<file path="config.mk">
export PLATFORM = sky130hd
export DESIGN_NAME = ysyx_25030093_mem_arbiter_flat
export DESIGN_NICKNAME = d
export VERILOG_FILES = /design/src/rtl/ysyx_25030093_mem_arbiter_if.sv /design/src/rtl/ysyx_25030093_mem_arbiter.sv /design/src/flat_wrapper.sv
export SDC_FILE = /design/constraint.sdc
export NUM_CORES = 1
export LEC_CHECK = 0
export BUFFER_PORTS_ARGS = -buffer_cell sky130_fd_sc_hd__buf_4
export CAP_MARGIN = 20
export CORE_UTILIZATION = 25
export CTS_BUF_LIST = sky130_fd_sc_hd__clkbuf_16
export CTS_CLUSTER_DIAMETER = 30
export CTS_CLUSTER_SIZE = 14
export DETAILED_ROUTE_END_ITERATION = 12
export PLACE_DENSITY = 0.52
export SETUP_SLACK_MARGIN = 0.4
export SLEW_MARGIN = 5
export SYNTH_ARGS = -nofsm -noshare
export SYNTH_HDL_FRONTEND = slang
export SYNTH_SLANG_ARGS = --single-unit
</file>
<file path="constraint.sdc">
create_clock -name clock -period 3.6 [get_ports clock]
set_input_delay 0.36 -clock clock [delete_from_list [all_inputs] [get_ports clock]]
set_output_delay 0.36 -clock clock [all_outputs]
set_load 0.02 [all_outputs]
</file>
<file path="src/rtl/ysyx_25030093_mem_arbiter_if.sv">
// Bundles the upstream request/response channels and the downstream memory port of the mem arbiter.
// "master" is the client/memory environment side; "slave" is the arbiter side.
interface ysyx_25030093_mem_arbiter_if #(
    parameter int NCH = 2,
    parameter int AW  = 32,
    parameter int DW  = 32
);
    localparam int MW = DW / 8;
    localparam int GW = (NCH > 1) ? $clog2(NCH) : 1;

    logic [NCH-1:0]    req_valid;
    logic [NCH*AW-1:0] req_addr;
    logic [NCH*2-1:0]  req_size;
    logic [NCH-1:0]    req_wen;
    logic [NCH*DW-1:0] req_wdata;
    logic [NCH*MW-1:0] req_wmask;
    logic [NCH-1:0]    resp_valid;
    logic [DW-1:0]     resp_rdata;
    logic [GW-1:0]     grant_id;
    logic              busy;

    logic              mem_reqValid;
    logic [AW-1:0]     mem_addr;
    logic [1:0]        mem_size;
    logic              mem_wen;
    logic [DW-1:0]     mem_wdata;
    logic [MW-1:0]     mem_wmask;
    logic              mem_respValid;
    logic [DW-1:0]     mem_rdata;

    modport master (
        output req_valid, req_addr, req_size, req_wen, req_wdata, req_wmask,
        input  resp_valid, resp_rdata, grant_id, busy,
        input  mem_reqValid, mem_addr, mem_size, mem_wen, mem_wdata, mem_wmask,
        output mem_respValid, mem_rdata
    );

    modport slave (
        input  req_valid, req_addr, req_size, req_wen, req_wdata, req_wmask,
        output resp_valid, resp_rdata, grant_id, busy,
        output mem_reqValid, mem_addr, mem_size, mem_wen, mem_wdata, mem_wmask,
        input  mem_respValid, mem_rdata
    );
endinterface

</file>
<file path="src/rtl/ysyx_25030093_mem_arbiter.sv">
// N-channel memory arbiter: one transaction at a time through IDLE -> BUSY -> RESP, all outputs registered.
// Define ARB_RR_EN for round-robin arbitration; otherwise the lowest requesting channel index wins.
module ysyx_25030093_mem_arbiter #(
    parameter int NCH = 2,
    parameter int AW  = 32,
    parameter int DW  = 32
) (
    input  logic                       clock,
    input  logic                       reset,
    ysyx_25030093_mem_arbiter_if.slave bus
);
    localparam int MW = DW / 8;
    localparam int GW = (NCH > 1) ? $clog2(NCH) : 1;

    localparam logic [1:0] IDLE = 2'd0;
    localparam logic [1:0] BUSY = 2'd1;
    localparam logic [1:0] RESP = 2'd2;

    logic [1:0]     state_r;
    logic [1:0]     state_nx_s;
    logic           any_req_s;
    logic           hit_s;
    logic [GW-1:0]  win_s;
    logic [NCH-1:0] onehot_s;

    logic           mem_req_valid_r;
    logic [AW-1:0]  mem_addr_r;
    logic [1:0]     mem_size_r;
    logic           mem_wen_r;
    logic [DW-1:0]  mem_wdata_r;
    logic [MW-1:0]  mem_wmask_r;
    logic [NCH-1:0] resp_valid_r;
    logic [DW-1:0]  resp_rdata_r;
    logic [GW-1:0]  grant_id_r;
    logic           busy_r;

`ifdef ARB_RR_EN
    logic [GW-1:0]  rr_ptr_r;
    logic [5:0]     idx_s;

    // Round-robin winner: first requester at or after the pointer, wrapping modulo NCH.
    always_comb begin
        any_req_s = 1'b0;
        hit_s     = 1'b0;
        win_s     = '0;
        idx_s     = 6'd0;
        for (int i = 0; i < NCH; i++) begin
            idx_s     = 6'(rr_ptr_r) + 6'(i);
            idx_s     = (idx_s >= 6'(NCH)) ? (idx_s - 6'(NCH)) : idx_s;
            hit_s     = bus.req_valid[GW'(idx_s)] & ~any_req_s;
            win_s     = hit_s ? GW'(idx_s) : win_s;
            any_req_s = any_req_s | hit_s;
        end
    end

    // Pointer moves just past the winner on every grant.
    always_ff @(posedge clock or negedge reset) begin
        if (!reset) begin
            rr_ptr_r <= '0;
        end else if ((state_r == IDLE) && any_req_s) begin
            rr_ptr_r <= (win_s == GW'(NCH - 1)) ? '0 : GW'(win_s + 1'b1);
        end else begin
            rr_ptr_r <= rr_ptr_r;
        end
    end
`else
    // Fixed-priority winner: lowest requesting index.
    always_comb begin
        any_req_s = 1'b0;
        hit_s     = 1'b0;
        win_s     = '0;
        for (int i = 0; i < NCH; i++) begin
            hit_s     = bus.req_valid[i] & ~any_req_s;
            win_s     = hit_s ? GW'(i) : win_s;
            any_req_s = any_req_s | hit_s;
        end
    end
`endif

    // Next-state logic; memory responses outside BUSY are ignored.
    always_comb begin
        state_nx_s = IDLE;
        case (state_r)
            IDLE:    state_nx_s = any_req_s ? BUSY : IDLE;
            BUSY:    state_nx_s = bus.mem_respValid ? RESP : BUSY;
            RESP:    state_nx_s = IDLE;
            default: state_nx_s = IDLE;
        endcase
    end

    // One-hot response vector for the channel currently being served.
    always_comb begin
        onehot_s = '0;
        for (int i = 0; i < NCH; i++) begin
            onehot_s[i] = (grant_id_r == GW'(i));
        end
    end

    // FSM, payload latch and response registers.
    always_ff @(posedge clock or negedge reset) begin
        if (!reset) begin
            state_r         <= IDLE;
            busy_r          <= 1'b0;
            mem_req_valid_r <= 1'b0;
            mem_addr_r      <= '0;
            mem_size_r      <= 2'd0;
            mem_wen_r       <= 1'b0;
            mem_wdata_r     <= '0;
            mem_wmask_r     <= '0;
            resp_valid_r    <= '0;
            resp_rdata_r    <= '0;
            grant_id_r      <= '0;
        end else begin
            state_r      <= state_nx_s;
            busy_r       <= (state_nx_s != IDLE);
            resp_valid_r <= '0;
            case (state_r)
                IDLE: begin
                    if (any_req_s) begin
                        mem_req_valid_r <= 1'b1;
                        grant_id_r      <= win_s;
                        mem_addr_r      <= bus.req_addr[int'(win_s) * AW +: AW];
                        mem_size_r      <= bus.req_size[int'(win_s) * 2 +: 2];
                        mem_wen_r       <= bus.req_wen[win_s];
                        mem_wdata_r     <= bus.req_wdata[int'(win_s) * DW +: DW];
                        mem_wmask_r     <= bus.req_wmask[int'(win_s) * MW +: MW];
                    end else begin
                        mem_req_valid_r <= 1'b0;
                    end
                end
                BUSY: begin
                    if (bus.mem_respValid) begin
                        mem_req_valid_r <= 1'b0;
                        resp_valid_r    <= onehot_s;
                        resp_rdata_r    <= bus.mem_rdata;
                    end else begin
                        mem_req_valid_r <= 1'b1;
                    end
                end
                default: begin
                    mem_req_valid_r <= 1'b0;
                end
            endcase
        end
    end

    assign bus.mem_reqValid = mem_req_valid_r;
    assign bus.mem_addr     = mem_addr_r;
    assign bus.mem_size     = mem_size_r;
    assign bus.mem_wen      = mem_wen_r;
    assign bus.mem_wdata    = mem_wdata_r;
    assign bus.mem_wmask    = mem_wmask_r;
    assign bus.resp_valid   = resp_valid_r;
    assign bus.resp_rdata   = resp_rdata_r;
    assign bus.grant_id     = grant_id_r;
    assign bus.busy         = busy_r;
endmodule
</file>
<file path="src/flat_wrapper.sv">
// flat-port wrapper written by rule: the top's interface ports become plain ports
module ysyx_25030093_mem_arbiter_flat 
#(
    parameter int NCH = 2,
    parameter int AW  = 32,
    parameter int DW  = 32
)
  (clock, reset, bus_req_valid, bus_req_addr, bus_req_size, bus_req_wen, bus_req_wdata, bus_req_wmask, bus_resp_valid, bus_resp_rdata, bus_grant_id, bus_busy, bus_mem_reqValid, bus_mem_addr, bus_mem_size, bus_mem_wen, bus_mem_wdata, bus_mem_wmask, bus_mem_respValid, bus_mem_rdata);
  ysyx_25030093_mem_arbiter_if #(.NCH(NCH), .AW(AW), .DW(DW)) bus_i ();
  input  logic clock;
  input  logic reset;
  input wire logic [$bits(bus_i.req_valid)-1:0] bus_req_valid;
  input wire logic [$bits(bus_i.req_addr)-1:0] bus_req_addr;
  input wire logic [$bits(bus_i.req_size)-1:0] bus_req_size;
  input wire logic [$bits(bus_i.req_wen)-1:0] bus_req_wen;
  input wire logic [$bits(bus_i.req_wdata)-1:0] bus_req_wdata;
  input wire logic [$bits(bus_i.req_wmask)-1:0] bus_req_wmask;
  output wire logic [$bits(bus_i.resp_valid)-1:0] bus_resp_valid;
  output wire logic [$bits(bus_i.resp_rdata)-1:0] bus_resp_rdata;
  output wire logic [$bits(bus_i.grant_id)-1:0] bus_grant_id;
  output wire logic [$bits(bus_i.busy)-1:0] bus_busy;
  output wire logic [$bits(bus_i.mem_reqValid)-1:0] bus_mem_reqValid;
  output wire logic [$bits(bus_i.mem_addr)-1:0] bus_mem_addr;
  output wire logic [$bits(bus_i.mem_size)-1:0] bus_mem_size;
  output wire logic [$bits(bus_i.mem_wen)-1:0] bus_mem_wen;
  output wire logic [$bits(bus_i.mem_wdata)-1:0] bus_mem_wdata;
  output wire logic [$bits(bus_i.mem_wmask)-1:0] bus_mem_wmask;
  input wire logic [$bits(bus_i.mem_respValid)-1:0] bus_mem_respValid;
  input wire logic [$bits(bus_i.mem_rdata)-1:0] bus_mem_rdata;
  assign bus_i.req_valid = bus_req_valid;
  assign bus_i.req_addr = bus_req_addr;
  assign bus_i.req_size = bus_req_size;
  assign bus_i.req_wen = bus_req_wen;
  assign bus_i.req_wdata = bus_req_wdata;
  assign bus_i.req_wmask = bus_req_wmask;
  assign bus_resp_valid = bus_i.resp_valid;
  assign bus_resp_rdata = bus_i.resp_rdata;
  assign bus_grant_id = bus_i.grant_id;
  assign bus_busy = bus_i.busy;
  assign bus_mem_reqValid = bus_i.mem_reqValid;
  assign bus_mem_addr = bus_i.mem_addr;
  assign bus_mem_size = bus_i.mem_size;
  assign bus_mem_wen = bus_i.mem_wen;
  assign bus_mem_wdata = bus_i.mem_wdata;
  assign bus_mem_wmask = bus_i.mem_wmask;
  assign bus_i.mem_respValid = bus_mem_respValid;
  assign bus_i.mem_rdata = bus_mem_rdata;
  ysyx_25030093_mem_arbiter #(.NCH(NCH), .AW(AW), .DW(DW)) u_core (.clock(clock), .reset(reset), .bus(bus_i));
endmodule
</file>
==> parameters.txt <==
Parameter                              Value

STA
  Final min period    1.97 ns
  Relative slew slack    36.5%
  Minimum hold slack    -0.0258 ns
  Post-route setup slack    1.63 ns
  Final Cycle Share    54.8%
  Aggregate negative setup slack    0 ns
  Slew of the pin with the lowest slew margin    0.953 ns
  Number of max-slew violations in the final report    0
  Achievable clock frequency    0.506 GHz
  Final number of hold-violating endpoints    24
  Unrepaired setup endpoints after global routing    false
  Clock tree skew after final layout    0.00481 ns
  Final setup viols    0

Worst setup path
  Register-to-Register Path Depth    4
  Critical path launch point type    flip-flop
  R2r startpoint    u_core.state_r[1]
  Critical path buffers and inverters    1
  Cells traversed along the worst timing path    nor2_4 -> buf_12 -> a31oi_1 -> o21ai_0
  Kind of cell with the highest combined delay on the critical path    simple AND/OR/NAND/NOR gates
  Worst reg2reg endpoint    u_core.bus.mem_addr[8]
  CP Launch Point    u_core.state_r[1]
  CP Depth    4
  Largest stage delay on the critical path    0.77 ns
  Crit-path slowest cell    nor2_4
  Category of the worst setup path capture point    flip-flop
  Worst path required time    3.86 ns
  Worst Setup Path Type    reg2reg
  Internal reg-to-reg setup slack    1.63 ns
  Critical path peak fanout    39
  Endpoint arrival time on the critical path    2.23 ns

Global route
  Gr ovfl total    0
  Initial antenna violation count    0
  Pin count of the biggest net entering global routing    92
  First-pass GRT wire length    25600 um
  Via count of the first global-routing pass    4915
  Overall global routing resource usage    16.4%

Place
  Cell Count Post-Placement    943
  HPWL reported at the end of detailed placement    12000 um
  PortBufs    286
  Gp weighted congestion    0.815
  Setup slack after placement    1.39 ns

Clock tree
  Number of H-tree branching levels    3
  Number of buffers added to fix hold violations after cts    0
  Number of buffers inserted to repair setup after CTS    0
  Total CTS buffers    9
  Post-cts sizing count    0
  Clock latency of the later-clocked register in the worst-skew pair    0.34 ns
  Number of sinks on the clock net    109
  Max clock buf depth    2
  Clock transition at the register clock pins on the worst setup and hold paths after CTS    0.07 ns
  Clock tree from TritonCTS    done
  Clock Tree Root    clkbuf_16

Cells and area
  Number of standard cells in the final layout excluding fillers    960
  Final nets    874
  Number of filler instances in the final layout    1903
  Sequential cell area    2730 um^2
  Number of antenna cells inserted    0
  Fraction of final layout cells sized beyond drive strength 1    46.9%
  Area taken by multi-input logic gates    1830 um^2
  Area growth from synthesis to final layout    53.5%

Yosys
  Number of cells produced by synthesis    432
  Most used flip-flop cell after synthesis    dfrtp_1
  Library cell with the largest summed area after synthesis    dfrtp_1
  Seq/Total Area, Yosys    56.1%
  Mapped cell area    4860 um^2
  Synth unique cells    24
  Area share of the leading cell type in the synthesized netlist    56.1%
  Synth Area per Inst    11.2 um^2
  Syn nets    611
  Number of warnings reported in the yosys synthesis log    0
  Proportion of synthesized flip-flops having asynchronous set or reset    100%
  Synthesized flop and latch total    109
  Main area contributors after synthesis    dfrtp_1 (56%), o22ai_1 (13%), a21oi_1 (5.5%)
  Post-synth EDFFs    0

Floorplanning
  Overall die height    141 um
  Num rows    50
  Die span in x    141 um
  Floorplan core area    18900 um^2
  I/O pin total    287
  Die Footprint    20000 um^2
  Starting Density    25.7%

Route
  Violation count after the first detailed-routing iteration    178
  Post-detailed-route DRC marker count    0
  Detailed Routing Iterations Pass 1    4
  Vias after detailed routing    4712
  Wire length after detailed routing    16800 um
  Count of antenna-violating nets left after detailed routing    0
  Number of vias per cell after detailed routing    4.91
  Post-detailed-route wirelength per cell    17.5 um

Status
  Outcome    complete, but fails checks
  Violations in the final reports    hold timing

Power and ir drop
  Proportion of power drawn by the clock network    15.5%
  Combinational share of power    48.9%
  Power density over cell area    857 nW/um^2
  Total net switching power    2.59 mW
  Sw Share    40.5%
  Max rail drop VDD    0.445 mV
  Leak pwr    3.35 nW
  P_int    3.80 mW
  Relative contribution of sequential cells to total power    35.6%

Worst hold path
  Type of the worst min-delay path    in2async

Job
  Max-cap violations    0
==> cell type report <==
type / instances / area share [%]
Tap cell: 260 / 4.36
Clock inverter: 7 / 0.889
Clock buffer: 9 / 3.02
Inverter: 3 / 0.168
Multi-Input combinational cell: 277 / 24.6
Timing Repair Buffer: 295 / 30.4
Sequential cell: 109 / 36.6
==> placed cells by master, fill, tap and decap left out, drive strengths merged <==
cell type  netlist  routed
nor2             4       4
a31oi           19      19
inv              1       3
nor3             1       1
nand2            1       1
and2             1       1
clkinvlp         0       2
nor2b           19      19
bufinv           0       1
nor3b            1       1
a22oi           19      19
a21oi           53      53
or3b             2       2
dfrtp          109     109
or2              2       2
o21ai           19      19
clkinv           2       4
mux2            32      32
clkbuf          10       9
buf             33     295
o22ai          104     104
==> metrics by stage <==
step / utilization, % / power (mW) / cell area [um^2]
floorplan: - / 3.99 / 4860
global route: 39.5 / 6.77 / 7460
CTS: 39.4 / 6.46 / 7440
detailed placement: 37.8 / 5.45 / 7140
global placement: 37.6 / 5.36 / 7100
finish: 39.5 / 6.39 / 7460
==> state kept, by name, summed over array words and instances, names as in the netlist <==
register               cells
u_core.bus.busy            1
u_core.bus.grant_id        1
u_core.bus.mem_addr       32
u_core.bus.mem_size        2
u_core.bus.mem_wdata      32
u_core.bus.mem_wen         1
u_core.bus.mem_wmask       4
u_core.bus.resp_rdata     32
u_core.bus.resp_valid      2
u_core.state_r             2
==> how the worst max path moves through the flow <==
stage	to	slack [ns]
after floorplan	u_core.bus.resp_rdata[0]	2.07
after global placement	u_core.bus.mem_wdata[12]	1.48
after detailed placement	u_core.bus.mem_wdata[19]	1.39
final	u_core.bus.mem_addr[8]	1.63
after CTS	u_core.bus.mem_addr[8]	1.62
after global routing	u_core.bus.mem_addr[16]	1.49
==> power groups by stage <==
stage	clock, mW	sequential (mW)	combinational, mW
after CTS	1.03	2.27	3.16
final	0.990	2.27	3.13
after global routing	1.07	2.36	3.34
after floorplan	0	2.95	1.04
after detailed placement	0	2.29	3.16
after global placement	0	2.27	3.09
==> synthesized netlist by cell type, types with 2 or more instances <==
cell      instances
o21ai_1          10
clkbuf_1         10
a22oi_1          19
buf_6            15
o22ai_1         104
or3b_1            2
mux2_1           20
nor2_1            4
nor2b_1          19
dfrtp_1         109
buf_2            18
a31oi_1          19
mux2_2           12
a21oi_1          53
o21ai_0           9
==> cell families after synthesis <==
kind of cell | synth area share, %
AO/OA/AOI/OAI | 26.2
buffers and inverters | 6.36
flip-flops | 56.1
multiplexers | 7.42
AND/OR/NAND/NOR | 3.89
==> routing by layer <==
layer  up-vias  global-route usage [%]  wire length (um)
met1      2288                    18.1              6520
met3        21                    5.70              1500
met2       207                    29.4              8510
li1       2196                       -                 -
met5         -                       0                 0
met4         0                    5.43               306
Power figures use the tool's default switching activity.
